===== src/rtl/ssp_slave_framer.sv =====
// rtl/ssp_slave_framer.sv - SSP mode-0 slave that frames 16-bit UART register accesses
module ssp_slave_framer #(
    parameter int SYNC_STAGES = 2
) (
    input  logic        Clk,
    input  logic        Rst,
    input  logic        SSP_SSEL,
    input  logic        SSP_SCK,
    input  logic        SSP_MOSI,
    output logic        SSP_MISO,
    input  logic [11:0] SSP_DO,
    output logic [2:0]  SSP_RA,
    output logic        SSP_WnR,
    output logic [11:0] SSP_DI,
    output logic        SSP_En,
    output logic        SSP_EOC,
    output logic        Frm_Err,
    output logic        Busy
);

    typedef enum logic [1:0] {IDLE, HDR, DATA, DONE} state_t;

    state_t state, state_nxt;

    logic [SYNC_STAGES-1:0] ssel_sync, sck_sync, mosi_sync;
    logic                   ssel_d, sck_d;
    // Marks when the synchronizer and history flops hold real pin samples,
    // so a select that was already high across reset is not seen as an edge.
    logic [SYNC_STAGES:0]   fill_sr;

    logic        ssel_s, sck_s, mosi_s, sync_valid;
    logic        ssel_rise, ssel_fall, sck_rise, sck_fall;

    logic [4:0]  bit_cnt;
    logic        overrun;
    logic [10:0] rx_sr;
    logic [10:0] tx_sr;

    logic        start, deselect, shift_in, ld_hdr, ld_di, set_ovr;
    logic        eoc_nxt, err_nxt;

    assign ssel_s     = ssel_sync[SYNC_STAGES-1];
    assign sck_s      = sck_sync[SYNC_STAGES-1];
    assign mosi_s     = mosi_sync[SYNC_STAGES-1];
    assign sync_valid = fill_sr[SYNC_STAGES];

    assign ssel_rise  = sync_valid & ssel_s & ~ssel_d;
    assign ssel_fall  = sync_valid & ~ssel_s & ssel_d;
    assign sck_rise   = sck_s & ~sck_d;
    assign sck_fall   = ~sck_s & sck_d;

    assign Busy       = (state != IDLE);

    // Input synchronizers plus one history flop each for edge detection
    always_ff @(posedge Clk) begin
        if (Rst) begin
            ssel_sync <= '0;
            sck_sync  <= '0;
            mosi_sync <= '0;
            ssel_d    <= 1'b0;
            sck_d     <= 1'b0;
            fill_sr   <= '0;
        end else begin
            ssel_sync <= {ssel_sync[SYNC_STAGES-2:0], SSP_SSEL};
            sck_sync  <= {sck_sync[SYNC_STAGES-2:0], SSP_SCK};
            mosi_sync <= {mosi_sync[SYNC_STAGES-2:0], SSP_MOSI};
            ssel_d    <= ssel_s;
            sck_d     <= sck_s;
            fill_sr   <= {fill_sr[SYNC_STAGES-1:0], 1'b1};
        end
    end

    // Next-state and per-cycle control decode; deselect outranks a same-cycle SCK edge
    always_comb begin
        state_nxt = state;
        start     = 1'b0;
        deselect  = 1'b0;
        shift_in  = 1'b0;
        ld_hdr    = 1'b0;
        ld_di     = 1'b0;
        set_ovr   = 1'b0;
        eoc_nxt   = 1'b0;
        err_nxt   = 1'b0;
        case (state)
            IDLE: begin
                if (ssel_rise) begin
                    state_nxt = HDR;
                    start     = 1'b1;
                end
            end
            HDR: begin
                if (ssel_fall) begin
                    state_nxt = IDLE;
                    deselect  = 1'b1;
                    err_nxt   = 1'b1;
                end else if (sck_rise) begin
                    shift_in = 1'b1;
                    if (bit_cnt == 5'd3) begin
                        ld_hdr    = 1'b1;
                        state_nxt = DATA;
                    end
                end
            end
            DATA: begin
                if (ssel_fall) begin
                    state_nxt = IDLE;
                    deselect  = 1'b1;
                    err_nxt   = 1'b1;
                end else if (sck_rise) begin
                    shift_in = 1'b1;
                    if (bit_cnt == 5'd15) begin
                        ld_di     = 1'b1;
                        state_nxt = DONE;
                    end
                end
            end
            DONE: begin
                if (ssel_fall) begin
                    state_nxt = IDLE;
                    deselect  = 1'b1;
                    eoc_nxt   = ~overrun;
                    err_nxt   = overrun;
                end else if (sck_rise) begin
                    set_ovr = 1'b1;
                end
            end
            default: state_nxt = IDLE;
        endcase
    end

    // State register, receive/transmit shifters, register-file outputs and strobes
    always_ff @(posedge Clk) begin
        if (Rst) begin
            state    <= IDLE;
            bit_cnt  <= '0;
            overrun  <= 1'b0;
            rx_sr    <= '0;
            tx_sr    <= '0;
            SSP_MISO <= 1'b0;
            SSP_RA   <= '0;
            SSP_WnR  <= 1'b0;
            SSP_DI   <= '0;
            SSP_En   <= 1'b0;
            SSP_EOC  <= 1'b0;
            Frm_Err  <= 1'b0;
        end else begin
            state   <= state_nxt;
            SSP_En  <= ld_di;
            SSP_EOC <= eoc_nxt;
            Frm_Err <= err_nxt;

            if (start) begin
                bit_cnt <= '0;
                overrun <= 1'b0;
                rx_sr   <= '0;
            end
            if (shift_in) begin
                rx_sr   <= {rx_sr[9:0], mosi_s};
                bit_cnt <= bit_cnt + 5'd1;
            end
            if (ld_hdr) begin
                SSP_RA  <= rx_sr[2:0];
                SSP_WnR <= mosi_s;
            end
            if (ld_di) begin
                SSP_DI <= {rx_sr[10:0], mosi_s};
            end
            if (set_ovr) begin
                overrun <= 1'b1;
            end

            // MISO only moves on SCK falls; fall 4 loads read data, falls 5-15 shift it out
            if (deselect) begin
                SSP_MISO <= 1'b0;
            end else if (sck_fall) begin
                if (state == DATA && bit_cnt == 5'd4) begin
                    SSP_MISO <= SSP_DO[11];
                    tx_sr    <= SSP_DO[10:0];
                end else if (state == DATA) begin
                    SSP_MISO <= tx_sr[10];
                    tx_sr    <= {tx_sr[9:0], 1'b0};
                end else begin
                    SSP_MISO <= 1'b0;
                end
            end
        end
    end

endmodule

===== config.mk =====
export PLATFORM = sky130hd
export DESIGN_NAME = ssp_slave_framer
export DESIGN_NICKNAME = d
export VERILOG_FILES = /design/src/rtl/ssp_slave_framer.sv
export SDC_FILE = /design/constraint.sdc
export NUM_CORES = 1
export LEC_CHECK = 0
export BUFFER_PORTS_ARGS = -buffer_cell sky130_fd_sc_hd__buf_2
export CORE_ASPECT_RATIO = 0.75
export CORE_MARGIN = 1
export CORE_UTILIZATION = 60
export DETAILED_ROUTE_END_ITERATION = 10
export PLACE_DENSITY = 0.85
export SLEW_MARGIN = 15
export SYNTH_ARGS = -nofsm -noshare
export SYNTH_HDL_FRONTEND = slang
export SYNTH_SLANG_ARGS = --single-unit

===== constraint.sdc =====
create_clock -name Clk -period 2.9 [get_ports Clk]
set_clock_uncertainty 0.15 [all_clocks]
set_input_delay 0.29 -clock Clk [delete_from_list [all_inputs] [get_ports Clk]]
set_output_delay 0.29 -clock Clk [all_outputs]
set_load 0.005 [all_outputs]

# Word-level counts from Yosys, hierarchy flattened
# Index checks and enable logic that the tools add are counted.
# W data, S select, Z words.
[classes] bitwise=14 addsub=1 reduce_logical=12 n_mux=38 eq_ne=12
[ops] op="$mux W11" count=4
[ops] op="$mux W1" count=22
[ops] op="$mux W2" count=8
[ops] op="$ne A3 B3 Y1 const B" count=4
[ops] op="$mux W5" count=2
[ops] op="$not A1 Y1" count=8
[ops] op="$pmux W2 S4" count=1
[ops] op="$reduce_bool A2 Y1" count=4
[ops] op="$and A1 B1 Y1" count=6
[ops] op="$reduce_and A6 Y1" count=1
[ops] op="$reduce_or A3 Y1" count=2
[ops] op="$add A5 B1 Y5 const B" count=1
[ops] op="$eq A5 B2 Y1 const B" count=1
[ops] op="$eq A5 B3 Y1 const B" count=1
[ops] op="$eq A5 B4 Y1 const B" count=1
[ops] op="$eq A2 B2 Y1 const B" count=2
[ops] op="$ne A2 B2 Y1 const B" count=2
[ops] op="$reduce_or A2 Y1" count=2
[ops] op="$reduce_and A3 Y1" count=1
[ops] op="$eq A2 B1 Y1 const B" count=1
[ops] op="$logic_not A2 Y1" count=1
[ops] op="$pmux W1 S2" count=1
[ops] op="$logic_and A1 B1 Y1" count=1
[totals] inputBits=17 word_cells=96 out_inout_bits=21 ff_bits=61

# Depth between registers and ports, before layout
[logic_depth] word_depth=7 ltp_mapped=8 ltp_nobuf=7

# Least setup slack after synthesis
# OpenSTA, ideal clock, no wires.
[synth_timing] kind="register to register" from="register bit_cnt[0]" to="register state[1]" t_required_ps=2633 setup_time_ps=117 synth_period_minus_slack_ps=1826 path_stages_with_launch=8 path_buffers=0 setup_slack_ps=1074 arrival_time_ps=1558 path_cell_list="dfxtp_1 ha_1 and3_1 ha_1 inv_1 o311ai_0 o211ai_1 a32o_1"
[synth_via] elab_chain_cells=3 word_cells_on_any_way=5 classes_between="4 x eq/ne; 1 x reduce/logical"
[synth_lines] item="start, declared" line="34" rtl="logic [4:0] bit_cnt;"
[synth_lines] item="start signal, assigned" line="159" rtl="bit_cnt <= bit_cnt + 5'd1;"
[synth_lines] item="$eq A5 B4 Y1 or $eq A5 B2 Y1 (tied branches)" line="111, 98"
[synth_lines] item="$ne A3 B3 Y1 (no line)"
[synth_lines] item="$reduce_and A6 Y1 (no line) (*)"
[synth_lines] item="end signal, assigned" line="147" rtl="state <= state_nxt;"
[synth_lines] item="end, declared" line="23" rtl="state_t state, state_nxt;"
# Every way passes the cells marked *; elsewhere a longest branch is shown, timed or not.
# A chain may end at the register's enable or synchronous reset.

# Worst setup path in the final report
[layout_timing] from="register state[0]" to="register SSP_MISO"
[layout_via] elab_chain_cells=4 word_cells_on_any_way=9 classes_between="3 x eq/ne; 3 x mux; 3 x reduce/logical"
[layout_lines] item="$eq A2 B2 Y1, or another cell as far along" line="84, 176, 179"
[layout_lines] item="$reduce_or A3 Y1 (no line)"
[layout_lines] item="$mux W1"
[layout_lines] item="$reduce_or A2 Y1 (no line)"
[layout_lines] item="end signal, assigned" line="177" rtl="SSP_MISO <= SSP_DO[11];"
[layout_lines] item="end signal, assigned" line="180" rtl="SSP_MISO <= tx_sr[10];"
[layout_lines] item="end, declared" line="10" rtl="output logic SSP_MISO,"
# Parallel ways exist; a longest one is shown, timed or not.

==> Flow_metrics.wiki <==
{| class="wikitable"
! Metric !! Value
|-
| Total routed wirelength || about 4.8 mm
|-
| Total cell area at the placement stage || between 0.002 and 0.003 mm^2
|-
| Critical Path Sink Type || flop
|-
| Data arrival time at the worst-slack endpoint || 2270 ps
|-
| Max Freq || roughly 0.46 GHz
|-
| Remaining max-slew budget at the tightest pin || between 60% and 70%
|-
| Standard cell core area || approximately 0.0038 mm^2
|-
| Crit path launch type || flop
|-
| Antenna violations before repair || 0
|-
| Synth top area cells || sky130_fd_sc_hd__dfxtp_1 (49%), sky130_fd_sc_hd__mux2i_1 (11%), sky130_fd_sc_hd__a21oi_1 (5.4%), sky130_fd_sc_hd__ha_1 (3.5%), sky130_fd_sc_hd__nand3_1 (3.4%)
|-
| Diode count || 0
|-
| Tcrit/Tclk final || about three quarters
|-
| Routed WL per cell || ~14 um
|-
| Overall die width || 76.4 um
|-
| Die footprint || between 0.004 and 0.005 mm^2
|-
| Post-Synthesis Cells || 259
|-
| Insertion delay to the later sink of the worst-skew pair || 340 ps
|-
| Outcome || complete, no violations
|-
| Gate power share || roughly 4.5%
|-
| Mean cell area of the mapped netlist || between 9 and 10 um^2
|-
| Cell taking the most area after synthesis || sky130_fd_sc_hd__dfxtp_1
|-
| Pwr per Cell Area || roughly 640 mW/mm^2
|-
| Reg-to-reg setup timing slack || 720 ps
|-
| Share of cells above drive strength 1 || between 20% and 30%
|-
| Starting density of the core || 65.5%
|-
| Largest net degree at the start of global routing || 47
|-
| Most common cell after layout, fill and taps aside || sky130_fd_sc_hd__dfxtp_1
|-
| CTS Buffer Depth || 2
|-
| Top cell type's share of synthesized area || approximately 49%
|-
| Register bit count reported by yosys || 61
|-
| Number of gates given a new drive strength after cts || 0
|-
| Total number of yosys warnings || 0
|-
| Synthesis-to-layout area growth || 17.2%
|-
| CTS tree || done
|-
| Power Internal || about 1500 uW
|-
| RePlAce Congestion || about 0.85
|-
| Setup TNS after final layout || 0 ps
|-
| Post-CTS setup buffer count || 0
|-
| Commonest non-fill, non-tap cells in the layout || sky130_fd_sc_hd__dfxtp_1 (61), sky130_fd_sc_hd__buf_2 (37), sky130_fd_sc_hd__mux2i_1 (27), sky130_fd_sc_hd__a21oi_1 (27), sky130_fd_sc_hd__nor2_1 (22)
|-
| Overall Global Routing Usage || about a quarter
|-
| Standby leakage power || 0.00128 uW
|-
| Share of total power in sequential cells || 46.0%
|-
| Transition time at the pin with the least slew margin || approximately 600 ps
|-
| Via-to-Cell Ratio || 5.50
|-
| Net load switching power || roughly 370 uW
|-
| Final net count || ~320
|-
| Count of input and output buffers || 37
|-
| Setup repair after global routing missed its margin || false
|-
| Pre-antenna DRT Iters || 4
|-
| Final max-slew violation count || 0
|-
| Number of distinct standard cells referenced by the synthesized netlist || 42
|-
| Switching part of the total power || slightly below 20%
|-
| Proportion of synthesized chip area in sequential cells || around 49%
|-
| Wire length of the first global-routing pass || roughly 8.1 mm
|-
| Worst Setup Path Type || reg -> reg
|-
| Num ports || 38
|-
| Design Area, Final || roughly 0.0029 mm^2
|-
| Maximum VDD drop || 0.521 mV
|-
| Antenna-violating nets left || 0
|-
| Total design power || 1860 uW
|-
| Vias in the first global route || approximately 1,800
|-
| Clock share of power || approximately 50%
|-
| Post-Syn Nets || 283
|-
| DR vias || 1,926
|-
| Number of sinks on the clock net || between 60 and 70
|-
| Row count || 19
|-
| Final Setup Violations || 0
|-
| DRT iter0 DRCs || ~160
|-
| Max-cap violations || 0
|-
| Number of buffers created by CTS || 9
|-
| CTS clock-pin slew for the worst setup and hold paths || approximately 60 ps
|-
| Worst hold slack across all endpoints || about 11 ps
|-
| Maximum fanout along the worst path || 11
|-
| Height of the die || 57.8 um
|-
| H-tree level count || 3
|-
| Worst Hold Class || in -> reg
|-
| Post-layout min period || 2180 ps
|-
| Number of design rule violations left after detail routing || 0
|-
| Half-perimeter wire length of the detailed placement result || roughly 3 mm
|-
| Req. time, crit path || between 2000 and 3000 ps
|-
| Total congestion overflow after global routing || 0
|-
| Post-synthesis cell area || approximately 0.0025 mm^2
|-
| Clk Tree Root Cell || sky130_fd_sc_hd__clkbuf_8
|-
| Total of hold buffers inserted after clock tree synthesis || 0
|-
| Hold Violations, Final || 0
|}
## flip-flops by register name, summed over array words and instances (netlist names), 2 cells and up
name       count
SSP_DI        12
SSP_RA         3
bit_cnt        5
fill_sr        3
mosi_sync      2
rx_sr         11
sck_sync       2
ssel_sync      2
state          2
tx_sr         11
## metal layers
layer  track usage (%)  vias to the layer above  wire (um)
li1                  -                      973          -
met1              29.5                      894       2200
met2              37.7                       50       2210
met3              10.2                        9        288
met4              10.4                        0         61
met5                 0                        -          0
## per-stage QoR
stage               setup WS, ps  util (%)  instances
floorplan                   1070         -        259
global placement             834      70.3        335
detailed placement           753      70.3        335
CTS                          703      76.8        350
global route                 570      76.8        350
finish                       718      76.8        350
## synthesized netlist by cell type
cell type	count
sky130_fd_sc_hd__a211oi_1	1
sky130_fd_sc_hd__a21oi_1	27
sky130_fd_sc_hd__a221oi_2	1
sky130_fd_sc_hd__a31oi_1	1
sky130_fd_sc_hd__a32o_1	1
sky130_fd_sc_hd__a32oi_1	1
sky130_fd_sc_hd__and2_1	3
sky130_fd_sc_hd__and2b_1	1
sky130_fd_sc_hd__and3_1	3
sky130_fd_sc_hd__and4_1	1
sky130_fd_sc_hd__and4bb_2	1
sky130_fd_sc_hd__buf_1	1
sky130_fd_sc_hd__buf_2	3
sky130_fd_sc_hd__buf_4	2
sky130_fd_sc_hd__buf_6	1
sky130_fd_sc_hd__buf_8	1
sky130_fd_sc_hd__clkbuf_1	8
sky130_fd_sc_hd__dfxtp_1	61
sky130_fd_sc_hd__ha_1	7
sky130_fd_sc_hd__inv_1	9
sky130_fd_sc_hd__mux2i_1	27
sky130_fd_sc_hd__nand2_1	16
sky130_fd_sc_hd__nand2b_1	2
sky130_fd_sc_hd__nand3_1	17
sky130_fd_sc_hd__nand3_4	1
sky130_fd_sc_hd__nand3b_4	1
sky130_fd_sc_hd__nand4_1	2
sky130_fd_sc_hd__nand4b_1	1
sky130_fd_sc_hd__nand4bb_1	1
sky130_fd_sc_hd__nor2_1	22
sky130_fd_sc_hd__nor2b_1	11
sky130_fd_sc_hd__nor2b_4	1
sky130_fd_sc_hd__nor4_1	1
sky130_fd_sc_hd__nor4b_1	2
sky130_fd_sc_hd__o2111ai_1	1
sky130_fd_sc_hd__o211a_1	1
sky130_fd_sc_hd__o211ai_1	2
sky130_fd_sc_hd__o21a_1	1
sky130_fd_sc_hd__o21ai_0	12
sky130_fd_sc_hd__o311ai_0	1
sky130_fd_sc_hd__or2_2	1
sky130_fd_sc_hd__or3_1	1
## final timing paths
kind	startpoint	endpoint	cells past startpoint
worst max-delay path	state[0]$_SDFFE_PP0P_	SSP_MISO$_SDFFE_PP0P_	6
worst min-delay path	SSP_SCK	sck_sync[0]$_SDFF_PP0_	2
worst max register to register	state[0]$_SDFFE_PP0P_	SSP_MISO$_SDFFE_PP0P_	6
worst min register to register	fill_sr[1]$_SDFF_PP0_	fill_sr[2]$_SDFF_PP0_	1
## power by group through the flow
stage               combinational [uW]  clock (uW)  sequential (uW)
floorplan                         56.5           0              872
global placement                  80.5           0              873
detailed placement                81.6           0              873
CTS                               82.6         935              855
global route                      91.5         980              855
finish                            83.2         922              855
## worst max-delay path, cell delays in order (launching register included)
cell	delay (ps)
sky130_fd_sc_hd__dfxtp_1	370
sky130_fd_sc_hd__inv_1	100
sky130_fd_sc_hd__ha_1	300
sky130_fd_sc_hd__and4bb_2	270
sky130_fd_sc_hd__nand2_1	450
sky130_fd_sc_hd__mux2i_1	170
sky130_fd_sc_hd__a211oi_1	280
## kinds of logic after synthesis
logic type                 Yosys count  synth area share, %
and+or+nand+nor                     89                 19.9
DFF                                 61                 49.0
AOI/OAI and AO/OA                   50                 11.8
muxes                               27                 10.8
buffers and inverters               25                 4.97
adders and majority gates            7                 3.52
## area by class of cell
cell class              count  area [um^2]
inverters                   9         33.8
fillers                   287          883
well taps                  52         65.1
repair buffers             40          208
multi-input cells         173         1150
clock inverters             4         95.1
clock buffers              11          151
flip-flops and latches     61         1220
Note: power is estimated with default switching activity, not from simulation.
